$ cat src/rtl/bcd_mod_counter.sv
`timescale 1ns/1ps
// -----------------------------------------------------------------------------
// bcd_mod_counter
//
// Two-digit BCD counter with a parametrised modulus (2..100). It counts up or
// down, takes a synchronous parallel load that is checked for validity, and
// raises a combinational terminal count so that stages can be cascaded by
// wiring one stage's TC into the next stage's EN. Typical use is the seconds
// and minutes (MODULUS=60) and hours (MODULUS=24) stages of a clock/alarm
// datapath.
//
// Parameters
//   MODULUS  count range is 0..MODULUS-1, legal 2..100
//
// Ports
//   CP       in   clock, all state changes on the rising edge
//   nCR      in   asynchronous active-low reset (count 00, LoadErr 0)
//   EN       in   count enable, one step per CP edge
//   Load     in   synchronous parallel load, priority over EN
//   Up       in   direction, 1 = increment, 0 = decrement
//   Din_H    in   [3:0] BCD tens digit to load
//   Din_L    in   [3:0] BCD units digit to load
//   Cnt_H    out  [3:0] registered BCD tens digit
//   Cnt_L    out  [3:0] registered BCD units digit
//   TC       out  terminal count, combinational, for cascading
//   LoadErr  out  registered one-cycle pulse after a rejected load
// -----------------------------------------------------------------------------
module bcd_mod_counter #(
    parameter int MODULUS = 60
) (
    input  logic       CP,
    input  logic       nCR,
    input  logic       EN,
    input  logic       Load,
    input  logic       Up,
    input  logic [3:0] Din_H,
    input  logic [3:0] Din_L,
    output logic [3:0] Cnt_H,
    output logic [3:0] Cnt_L,
    output logic       TC,
    output logic       LoadErr
);

    generate
        if (MODULUS < 2 || MODULUS > 100) begin : g_bad_modulus
            $error("bcd_mod_counter: MODULUS must be in 2..100");
        end
    endgenerate

    // Digits of the largest legal value, MODULUS-1.
    localparam logic [3:0] TOP_H = 4'((MODULUS - 1) / 10);
    localparam logic [3:0] TOP_L = 4'((MODULUS - 1) % 10);

    logic [3:0] cnt_h_q, cnt_h_d;
    logic [3:0] cnt_l_q, cnt_l_d;
    logic       load_err_q, load_err_d;

    logic       at_top;
    logic       at_zero;
    logic       din_bcd_ok;
    logic       din_in_range;
    logic       din_ok;

    assign at_top  = (cnt_h_q == TOP_H) && (cnt_l_q == TOP_L);
    assign at_zero = (cnt_h_q == 4'd0) && (cnt_l_q == 4'd0);

    // With both digits valid BCD, 10*H+L < MODULUS is the same as the
    // digit-wise (lexicographic) compare H:L <= TOP_H:TOP_L, which avoids a
    // multiplier.
    assign din_bcd_ok   = (Din_H <= 4'd9) && (Din_L <= 4'd9);
    assign din_in_range = (Din_H < TOP_H) || ((Din_H == TOP_H) && (Din_L <= TOP_L));
    assign din_ok       = din_bcd_ok && din_in_range;

    always_comb begin
        cnt_h_d    = cnt_h_q;
        cnt_l_d    = cnt_l_q;
        load_err_d = 1'b0;
        if (Load) begin
            if (din_ok) begin
                cnt_h_d = Din_H;
                cnt_l_d = Din_L;
            end else begin
                // A rejected load still clears the count so the stage never
                // sits on a stale value the user thought was replaced.
                cnt_h_d    = 4'd0;
                cnt_l_d    = 4'd0;
                load_err_d = 1'b1;
            end
        end else if (EN) begin
            if (Up) begin
                if (at_top) begin
                    cnt_h_d = 4'd0;
                    cnt_l_d = 4'd0;
                end else if (cnt_l_q == 4'd9) begin
                    cnt_l_d = 4'd0;
                    cnt_h_d = cnt_h_q + 4'd1;
                end else begin
                    cnt_l_d = cnt_l_q + 4'd1;
                end
            end else begin
                if (at_zero) begin
                    cnt_h_d = TOP_H;
                    cnt_l_d = TOP_L;
                end else if (cnt_l_q == 4'd0) begin
                    cnt_l_d = 4'd9;
                    cnt_h_d = cnt_h_q - 4'd1;
                end else begin
                    cnt_l_d = cnt_l_q - 4'd1;
                end
            end
        end
    end

    always_ff @(posedge CP or negedge nCR) begin
        if (!nCR) begin
            cnt_h_q    <= 4'd0;
            cnt_l_q    <= 4'd0;
            load_err_q <= 1'b0;
        end else begin
            cnt_h_q    <= cnt_h_d;
            cnt_l_q    <= cnt_l_d;
            load_err_q <= load_err_d;
        end
    end

    // Combinational so the next stage advances on the same edge this one wraps.
    assign TC = EN && !Load && (Up ? at_top : at_zero);

    assign Cnt_H   = cnt_h_q;
    assign Cnt_L   = cnt_l_q;
    assign LoadErr = load_err_q;

endmodule

$ cat config.mk
export PLATFORM = sky130hd
export DESIGN_NAME = bcd_mod_counter
export DESIGN_NICKNAME = d
export VERILOG_FILES = /design/src/rtl/bcd_mod_counter.sv
export SDC_FILE = /design/constraint.sdc
export NUM_CORES = 1
export LEC_CHECK = 0
export BUFFER_PORTS_ARGS = -buffer_cell sky130_fd_sc_hd__buf_4
export CORE_MARGIN = 2
export CORE_UTILIZATION = 23
export CTS_CLUSTER_SIZE = 16
export DETAILED_ROUTE_END_ITERATION = 10
export PLACE_DENSITY = 0.46
export SLEW_MARGIN = 20
export SYNTH_ARGS = -nofsm -noshare
export SYNTH_HDL_FRONTEND = slang
export SYNTH_SLANG_ARGS = --single-unit
export TNS_END_PERCENT = 50
$ cat constraint.sdc
create_clock -name CP -period 4.1 [get_ports CP]
set_input_delay 0.615 -clock CP [delete_from_list [all_inputs] [get_ports CP]]
set_output_delay 0.615 -clock CP [all_outputs]
set_load 0.03 [all_outputs]
==> metrics.md <==
| Metric | Value |
|---|---|
| Vias/cell | between 4 and 5 |
| Synthesis Warnings | 0 |
| Power per Cell Area | 332 nW/µm² |
| Die X | 65.2 µm |
| Number of buffers added on ports | 22 |
| Cells after Synth | 105 |
| Clock root cell | clkbuf_8 |
| Hold Path Class | in2async |
| CTS tree | built |
| Critical path arrival | 1.90 ns |
| Synth Cell Area | 862 µm² |
| Clock Sinks | 9 |
| Power consumption | around 0.36 mW |
| DR vias | roughly 800 |
| Rows | 22 |
| Lkg Pwr | 0.471 nW |
| Nets@finish | about 150 |
| Largest net degree at the start of global routing | 21 |
| P_int | 0.227 mW |
| H-tree Lvls | 1 |
| First-pass GRT wire length | 3710 µm |
| Post-synth top area cell | dfrtp_1 |
| Skew final | 0.00401 ns |
| Top cells by area, synth | dfrtp_1, ha_1, nand2_1 |
| Hold_buf cts | 0 |
| WP buf/inv | 2 |
| Final worst-path cycle share | 0.615 |
| Vias in the first global route | 797 |
| Critical Path Slowest Stage Cell | dfrtp_1 |
| Final Setup Violations | 0 |
| RD Place Congestion | between 0.8 and 0.9 |
| Max-slew headroom | 0.766 |
| Min Tclk post-route | roughly 2.5 ns |
| Initial antenna violation count | 0 |
| All-Layer GR Usage | 0.110 |
| Final setup TNS | 0 ns |
| Fill cell count | 410 |
| Fmax achieved | 0.397 GHz |
| Critical path endpoint category | output pin |
| 1st-iter DRT viols | 14 |
| Sw Share | 0.374 |
| Layout area overhead | 26.6% |
| Post_cts resized | 0 |
| DRC violations left | 0 |
| Yosys top cell area share | 0.261 |
| Commonest non-fill, non-tap cell in the layout | buf_4 |
| Diodes inserted | 0 |
| Register share of total power | 0.328 |
| Seq cells post-synth | 9 |
| CP peak stage delay | 0.44 ns |
| Core area | ~3600 µm² |
| WL final | 2200 µm |
| Global route overflow | 0 |
| Crit path cell chain | inv_1, ha_1, nor3b_1, nand4b_1, a21oi_1, buf_4 |
| Post-CTS setup buffer count | 0 |
| Final hold vios | 0 |
| Worst skew pair latency | 0.23 ns |
| Register area share after synthesis | 0.261 |
| Psw | 0.136 mW |
| CTS max path bufs | 2 |
| Worst-Margin Slew | 0.351 ns |
| Commonest non-fill, non-tap cells in the layout | buf_4, nand2_1, dfrtp_1 |
| Logic gate share of total power | 0.392 |
| Syn Area/Cell | 8.21 µm² |
| Syn_nets | 125 |
| RSZ-0062 raised after global routing | false |
| Clock transition at path regs | around 0.050 ns |
| Hpwl dp | about 1700 µm |
| CP top delay family | simple AND/OR/NAND/NOR gates |
| Slew Limit Fails | 0 |
| Height of the die | 65.2 µm |
| Drt wl/cell | between 10 and 15 µm |
| Cts bufs inserted | 3 |
| # IOs | 23 |
| Max Cap Viol | 0 |
| Crit start category | flip-flop |
| Clk pwr share | 0.280 |
| Starting Density | 0.237 |
| Worst EP required | between 3 and 4 ns |
| Layout cells sized above 1 | 0.226 |
| Post-synth cell types | 40 |
| Crit path kind | reg2out |
| Full die area | 4250 µm² |
| Post-DRT Antenna Nets | 0 |
| Drt first pass iters | 4 |
| Status | finished clean |
| Peak supply drop | 150 µV |
| Crit path max fanout | 7 |
-- per-stage QoR --
stage / setup slack (ns) / hold slack, ns / std cells / util / cell area (µm²)
3_3_place_gp: 1.86 / 0.447 / 168 / 0.288 / 1050
5_1_grt: 1.44 / 0.199 / 172 / 0.300 / 1090
2_1_floorplan: 1.64 / 0.319 / 105 / - / 862
3_5_place_dp: 1.83 / 0.449 / 168 / 0.288 / 1050
6_report: 1.58 / 0.202 / 172 / 0.300 / 1090
4_1_cts: 1.57 / 0.202 / 172 / 0.300 / 1090
-- final timing paths --
path,start,endpoint,slack (ns),cells after the start
worst min register to register,Cnt_H[2],Cnt_H[2],0.68,2
worst max-delay path,Cnt_L[0],TC,1.58,6
min in group CP,Din_L[0],Cnt_L[0],0.59,3
max in group asynchronous,nCR,Cnt_H[2],3.76,1
worst max register to register,Cnt_L[0],Cnt_H[1],2.21,6
worst min-delay path,nCR,LoadErr,0.20,1
-- sequential cells by signal (all words and copies together), names as in the netlist --
register,count
LoadErr,1
Cnt_H,4
Cnt_L,4
-- cell families (layout without fill, tap and decap cells) --
group | count (synthesis) | in the layout | share of synthesized area
compound gates | 30 | 30 | 0.247
fa+ha+maj | 7 | 7 | 0.102
buf+inv | 12 | 31 | 0.0697
flops | 9 | 9 | 0.261
mux | 4 | 4 | 0.0479
simple gates | 43 | 43 | 0.273
-- power by group through the flow --
stage | Clock [mW] | Combinational [mW] | Sequential [mW]
global route | 0.112 | 0.158 | 0.121
detailed placement | 0 | 0.143 | 0.120
CTS | 0.106 | 0.143 | 0.119
finish | 0.101 | 0.142 | 0.119
floorplan | 0 | 0.0827 | 0.133
global placement | 0 | 0.144 | 0.120
-- layout make-up --
class,count,area (µm²),share of cell area
clock buffers,4,45.0,0.0413
well taps,48,60.1,0.0550
repair buffers,22,165,0.151
flip-flops and latches,9,225,0.206
multi-input cells,84,577,0.529
inverters,5,18.8,0.0172
-- routing by layer --
metal,GRT usage,wire [µm],vias to the layer above
met5,0,0,-
met1,0.150,1030,376
met3,0.0120,87,0
met4,0.0313,0,0
met2,0.182,1080,18
li1,-,-,423
-- cell usage after synthesis (all sizes together) --
master	count
a21boi	1
a31oi	3
o21ai	5
nand4b	1
a22oi	1
and3	2
mux2i	3
a211o	1
nand2	10
a32o	1
nand3	5
o31ai	3
inv	5
nor4b	1
o32ai	1
nand4	1
dfrtp	9
mux2	1
a21oi	7
buf	5
nand2b	5
o311a	2
o311ai	1
nor2b	2
a311oi	1
a211oi	1
and2b	1
nor3	2
o21a	1
or3	2
clkbuf	2
a221o	1
ha	7
nor2	7
and3b	1
nor3b	3
Note: power is estimated with default switching activity, not from simulation.
